### src/rtl/maf_issue_ctrl.sv
// -----------------------------------------------------------------------------
// maf_issue_ctrl
//   Issue/collect controller sitting between a stimulus source and an array of
//   LANES maf units that run in lockstep. Operand triples are accepted with a
//   valid/ready handshake, registered and issued to all lanes as a one-cycle
//   strobe. Each op is tagged, and the tag and lane enables are held in a meta
//   queue. Returning results pick up that meta data and go into a
//   first-word-fall-through result FIFO.
//
//   Credits bound the work in the system: inflight + fifo_cnt never exceeds
//   DEPTH. The result FIFO therefore always has room for a returning result,
//   whatever the maf latency, and results are never dropped.
//
// Ports
//   clk, rst              clock; synchronous active-high reset
//   nj_mode_cfg           nj mode request, taken over only while idle
//   in_vld/in_rdy         op handshake; in_lane_en, in_a/b/c op payload
//   maf_op_vld            one-cycle issue strobe to all lanes
//   maf_nj_mode           latched nj mode
//   maf_a/b/c             registered operands (lane i at [i*W +: W])
//   maf_res/maf_res_rdy   results returning from the lanes, in order
//   out_vld/out_rdy       result handshake; out_res/out_lane_en/out_tag payload
//   busy                  ops in flight or buffered
//   err_spur              sticky: result strobe seen with nothing in flight
// -----------------------------------------------------------------------------
module maf_issue_ctrl #(
  parameter int LANES = 4,
  parameter int W     = 32,
  parameter int DEPTH = 8,
  parameter int TAG_W = 4
) (
  input  logic                 clk,
  input  logic                 rst,
  input  logic                 nj_mode_cfg,
  input  logic                 in_vld,
  output logic                 in_rdy,
  input  logic [LANES-1:0]     in_lane_en,
  input  logic [LANES*W-1:0]   in_a,
  input  logic [LANES*W-1:0]   in_b,
  input  logic [LANES*W-1:0]   in_c,
  output logic                 maf_op_vld,
  output logic                 maf_nj_mode,
  output logic [LANES*W-1:0]   maf_a,
  output logic [LANES*W-1:0]   maf_b,
  output logic [LANES*W-1:0]   maf_c,
  input  logic [LANES*W-1:0]   maf_res,
  input  logic                 maf_res_rdy,
  output logic                 out_vld,
  input  logic                 out_rdy,
  output logic [LANES*W-1:0]   out_res,
  output logic [LANES-1:0]     out_lane_en,
  output logic [TAG_W-1:0]     out_tag,
  output logic                 busy,
  output logic                 err_spur
);

  localparam int AW = $clog2(DEPTH);
  localparam int CW = $clog2(DEPTH) + 1;
  localparam int MW = TAG_W + LANES;
  localparam int RW = MW + LANES*W;

  // Control state
  logic [CW-1:0]      inflight_q, inflight_d;
  logic [CW-1:0]      fifo_cnt_q, fifo_cnt_d;
  logic [TAG_W-1:0]   tag_q;
  logic [AW-1:0]      meta_wr_q, meta_rd_q;
  logic [AW-1:0]      res_wr_q, res_rd_q;
  logic               maf_op_vld_q;
  logic               nj_q;
  logic               err_q;
  logic [LANES*W-1:0] maf_a_q, maf_b_q, maf_c_q;

  // Storage (contents are only observed behind valid counts, so no reset)
  logic [MW-1:0]      meta_mem_q [DEPTH];
  logic [RW-1:0]      res_mem_q  [DEPTH];

  // Combinational helpers
  logic [CW-1:0]      occ_s;
  logic               acc_s;
  logic               collect_s;
  logic               spur_s;
  logic               pop_s;
  logic               busy_s;
  logic [MW-1:0]      meta_head_s;
  logic [LANES*W-1:0] masked_res_s;
  logic [RW-1:0]      res_head_s;

  assign occ_s       = inflight_q + fifo_cnt_q;
  assign in_rdy      = !rst && (occ_s < CW'(DEPTH));
  assign acc_s       = in_vld && in_rdy;
  assign collect_s   = maf_res_rdy && (inflight_q != {CW{1'b0}});
  assign spur_s      = maf_res_rdy && (inflight_q == {CW{1'b0}});
  assign out_vld     = (fifo_cnt_q != {CW{1'b0}});
  assign pop_s       = out_vld && out_rdy;
  assign busy_s      = (occ_s != {CW{1'b0}});
  assign meta_head_s = meta_mem_q[meta_rd_q];
  assign res_head_s  = res_mem_q[res_rd_q];

  // Lanes always compute in lockstep; disabled lanes are zeroed when the
  // result is captured, using the enables of the op at the meta queue head.
  always_comb begin
    masked_res_s = {(LANES*W){1'b0}};
    for (int i = 0; i < LANES; i++) begin
      if (meta_head_s[i]) begin
        masked_res_s[i*W +: W] = maf_res[i*W +: W];
      end else begin
        masked_res_s[i*W +: W] = {W{1'b0}};
      end
    end
  end

  // Credit and FIFO occupancy next-state; simultaneous +1/-1 cancel out.
  always_comb begin
    inflight_d = inflight_q;
    fifo_cnt_d = fifo_cnt_q;
    case ({acc_s, collect_s})
      2'b10:   inflight_d = inflight_q + CW'(1);
      2'b01:   inflight_d = inflight_q - CW'(1);
      default: inflight_d = inflight_q;
    endcase
    case ({collect_s, pop_s})
      2'b10:   fifo_cnt_d = fifo_cnt_q + CW'(1);
      2'b01:   fifo_cnt_d = fifo_cnt_q - CW'(1);
      default: fifo_cnt_d = fifo_cnt_q;
    endcase
  end

  // Control registers, issue stage and sticky/mode flags.
  always_ff @(posedge clk) begin
    if (rst) begin
      inflight_q   <= {CW{1'b0}};
      fifo_cnt_q   <= {CW{1'b0}};
      tag_q        <= {TAG_W{1'b0}};
      meta_wr_q    <= {AW{1'b0}};
      meta_rd_q    <= {AW{1'b0}};
      res_wr_q     <= {AW{1'b0}};
      res_rd_q     <= {AW{1'b0}};
      maf_op_vld_q <= 1'b0;
      nj_q         <= 1'b1;
      err_q        <= 1'b0;
      maf_a_q      <= {(LANES*W){1'b0}};
      maf_b_q      <= {(LANES*W){1'b0}};
      maf_c_q      <= {(LANES*W){1'b0}};
    end else begin
      inflight_q   <= inflight_d;
      fifo_cnt_q   <= fifo_cnt_d;
      maf_op_vld_q <= acc_s;
      if (acc_s) begin
        tag_q     <= tag_q + TAG_W'(1);
        meta_wr_q <= meta_wr_q + AW'(1);
        maf_a_q   <= in_a;
        maf_b_q   <= in_b;
        maf_c_q   <= in_c;
      end
      if (collect_s) begin
        meta_rd_q <= meta_rd_q + AW'(1);
        res_wr_q  <= res_wr_q + AW'(1);
      end
      if (pop_s) begin
        res_rd_q <= res_rd_q + AW'(1);
      end
      if (spur_s) begin
        err_q <= 1'b1;
      end
      // Mode may only change while nothing is in flight, buffered or arriving.
      if (!busy_s && !acc_s) begin
        nj_q <= nj_mode_cfg;
      end
    end
  end

  // Meta queue and result FIFO storage writes.
  always_ff @(posedge clk) begin
    if (acc_s) begin
      meta_mem_q[meta_wr_q] <= {tag_q, in_lane_en};
    end
    if (collect_s) begin
      res_mem_q[res_wr_q] <= {meta_head_s, masked_res_s};
    end
  end

  assign maf_op_vld  = maf_op_vld_q;
  assign maf_nj_mode = nj_q;
  assign maf_a       = maf_a_q;
  assign maf_b       = maf_b_q;
  assign maf_c       = maf_c_q;
  assign busy        = busy_s;
  assign err_spur    = err_q;
  // Head fields read as zero while the FIFO is empty.
  assign out_tag     = out_vld ? res_head_s[RW-1 -: TAG_W]      : {TAG_W{1'b0}};
  assign out_lane_en = out_vld ? res_head_s[LANES*W +: LANES]   : {LANES{1'b0}};
  assign out_res     = out_vld ? res_head_s[LANES*W-1:0]        : {(LANES*W){1'b0}};

endmodule
### config.mk
export PLATFORM = sky130hd
export DESIGN_NAME = maf_issue_ctrl
export DESIGN_NICKNAME = d
export VERILOG_FILES = /design/src/rtl/maf_issue_ctrl.sv
export SDC_FILE = /design/constraint.sdc
export NUM_CORES = 2
export LEC_CHECK = 0
export BUFFER_PORTS_ARGS = -buffer_cell sky130_fd_sc_hd__buf_2
export CAP_MARGIN = 20
export CORE_AREA = 2 2 408 410
export DETAILED_ROUTE_END_ITERATION = 16
export DIE_AREA = 0 0 410 412
export MAX_ROUTING_LAYER = met4
export PLACE_DENSITY_LB_ADDON = 0.05
export SKIP_CTS_REPAIR_TIMING = 1
export SYNTH_ARGS = -nofsm -noshare
export SYNTH_HDL_FRONTEND = slang
export SYNTH_SLANG_ARGS = --single-unit
### constraint.sdc
create_clock -name clk -period 24.8 [get_ports clk]
set_input_delay 2.48 -clock clk [delete_from_list [all_inputs] [get_ports clk]]
set_output_delay 2.48 -clock clk [all_outputs]
set_load 0.02 [all_outputs]
==> results.py <==
metrics = {
    "global_routing": {
        "grt_max_degree": 153,
        "antenna_found_initial": 104,
        "grt.total_usage": 0.234,
        "grt_overflow_total": 0,
        "grt_pass1_vias": 35900,
        "grt_pass1_wl_um": 273000,
    },
    "synthesis": {
        "synth_top_cell_by_area": "edfxtp_1",
        "synth_top_family_by_area": "multiplexers",
        "synthAdderAreaFrac": 0.00341,
        "synth_xor_area_frac": 0.00167,
        "synthesis.nets": 4364,
        "synth-simple-area-share": 0.104,
        "synth_area_leaders": "edfxtp_1, dfxtp_1, mux4_2, mux2i_1, nand2b_1",
        "synthArstFlopShare": 0,
        "syn_inst": 3826,
        "yosysWarnings": 0,
        "synth_cell_types": 40,
        "synthMuxAreaShare": 0.188,
        "synth_area_mm2": 0.0631,
        "synth_top_area_share": 0.548,
        "synth_seq_cells": 1569,
        "synth_edf_count": 1152,
        "yosysSeqAreaShare": 0.680,
        "synth_compound_area_frac": 0.00240,
        "synth.avg_cell_area_um2": 16.5,
        "synthFlopType": "edfxtp_1",
    },
    "timing": {
        "min_period_ns": 7.07,
        "fin_worst_skew_ns": 0.0323,
        "fin_ws_ns": 17.73,
        "max_slew_margin": 0.190,
        "setup_viol": 0,
        "hold-worst-slack_ns": 0.466,
        "hold_viol_final": 0,
        "worst_slew_pin_slew_ns": 1.22,
        "drv_slew": 0,
        "min_period_over_period": 0.285,
        "tns_ns": 0,
        "rsz0062_at_grt": "no",
        "fmax_mhz": 141,
    },
    "run": {
        "max_cap_viol_count": 0,
    },
    "clocking": {
        "htree_levels": 4,
        "clk_latency_ns": 0.80,
        "cts_tree": "done",
        "clock_sinks": 1569,
        "clockBufferDepth": 3,
        "clk_pin_slew_ns": 0.06,
        "numCtsBuffers": 176,
        "root_buffer": "clkbuf_16",
    },
    "critical_path": {
        "worst-path-max-fanout": 116,
        "crit_type": "reg -> out",
        "crit_required_ns": 22.32,
        "startpoint_type": "flip-flop",
        "end_kind": "output pin",
        "worstPathArrival_ns": 4.59,
    },
    "die": {
        "die_h_um": 412,
        "die-area_mm2": 0.169,
        "fp.coreArea_mm2": 0.164,
        "initial_core_util": 0.384,
        "rows": 149,
        "die_x_um": 410,
        "ioPinCount": 1048,
    },
    "placement": {
        "io_buffers": 1047,
        "gp_congestion": 0.847,
        "dp.cells": 6864,
        "place_hpwl_um": 129000,
        "dp_slack_ns": 18.14,
    },
    "finish": {
        "finalNetCount": 5393,
        "n_fill_cell": 14600,
        "final_common_cell": "edfxtp_1",
        "syn2layout_area_growth_pct": 21.1,
        "final_cell_mix": "edfxtp_1, buf_2, nand2b_1",
        "fin_cells": 7269,
        "drive_gt1_frac": 0.332,
    },
    "routing": {
        "via_count": 35700,
        "drc_errors": 0,
        "ant_nets": 0,
        "drtIter0Drc": 2328,
        "dr.pass1.iters": 5,
        "wl_um": 196000,
        "wl_per_cell_um": 27.0,
        "viasPerCell": 4.92,
    },
    "min_path": {
        "min_path_type": "reg -> reg",
    },
    "power_and_ir_drop": {
        "peakVddDrop_v": 0.000151,
        "p_per_area_mw_per_mm2": 112,
        "cellLeakagePower_uw": 0.0281,
    },
    "run_status": {
        "status": "complete, no violations",
    },
}
## logic make-up after synthesis
group,count (synthesis)
AO/OA/AOI/OAI,24
XOR/XNOR,12
adder cells (fa/ha/maj),16
buffers and inverters,260
flip-flops,1569
multiplexers,827
AND/OR/NAND/NOR,1118
## flip-flops by register name, indices dropped and copies added, names as in the netlist, 3 cells and up, named ones only
name and cells:
maf_c 128, inflight_q 4, meta_wr_q 3, meta_mem_q 64, maf_b 128, meta_rd_q 3, tag_q 4, fifo_cnt_q 4
maf_a 128, res_mem_q 1088, res_wr_q 3, res_rd_q 3
## path summary, 6_finish.rpt
path	start	endpoint	slack, ns	depth (start not counted)
worst min register to register	maf_b[69]	maf_b[69]	0.47	2
worst min-delay path	maf_b[69]	maf_b[69]	0.47	2
worst max-delay path	flip-flop	out_res[12]	17.73	6
worst max register to register	inflight_q[2]	maf_c[97]	19.70	8
## cell usage after synthesis, types with 11 or more instances
master	n
mux2i_1	529
clkbuf_1	140
inv_1	11
buf_2	60
a21oi_1	13
buf_1	23
ha_1	14
nand2_1	12
edfxtp_1	1152
mux4_2	288
nand2b_1	775
nor2b_1	137
dfxtp_1	417
buf_6	25
nor2_1	164
## critical path: stages (launching register included)
cell and delay, ns:
dfxtp_4 0.82, buf_4 0.86, buf_12 0.78, mux4_2 0.60
mux2i_1 0.33, nor2_1 0.09, buf_2 0.20
## cell type report
cell class / count / area (um2) / area share
flip-flops and latches: 1569 / 43000 / 0.562
clock inverters: 83 / 790 / 0.0103
clock buffers: 240 / 4830 / 0.0632
multi-input cells: 1997 / 19100 / 0.250
diodes: 80 / 200 / 0.00262
inverters: 12 / 45.0 / 0.000589
repair buffers: 1099 / 5790 / 0.0758
well taps: 2189 / 2740 / 0.0358
## where the power goes
group / switching [uW] / internal, uW / total (uW)
logic: 1660 / 936 / 2590
registers: 145 / 3260 / 3400
clock network: 1060 / 1490 / 2540
## per-layer routing
| layer | up-vias | routed length (um) | global-route usage |
|---|---|---|---|
| li1 | 16400 | - | - |
| met1 | 18100 | 80300 | 0.286 |
| met2 | 1008 | 98000 | 0.384 |
| met3 | 247 | 13200 | 0.0628 |
| met4 | 0 | 4780 | 0.0609 |
| met5 | - | 0 | - |
## stage by stage
stage | total power, uW | instance area, um2 | utilization
floorplan | 5150 | 63100 | -
global placement | 6100 | 70500 | 0.429
detailed placement | 6110 | 70500 | 0.429
CTS | 8680 | 76200 | 0.464
global route | 8920 | 76400 | 0.465
finish | 8540 | 76400 | 0.465
No activity file was read; power rests on OpenSTA's default activity.
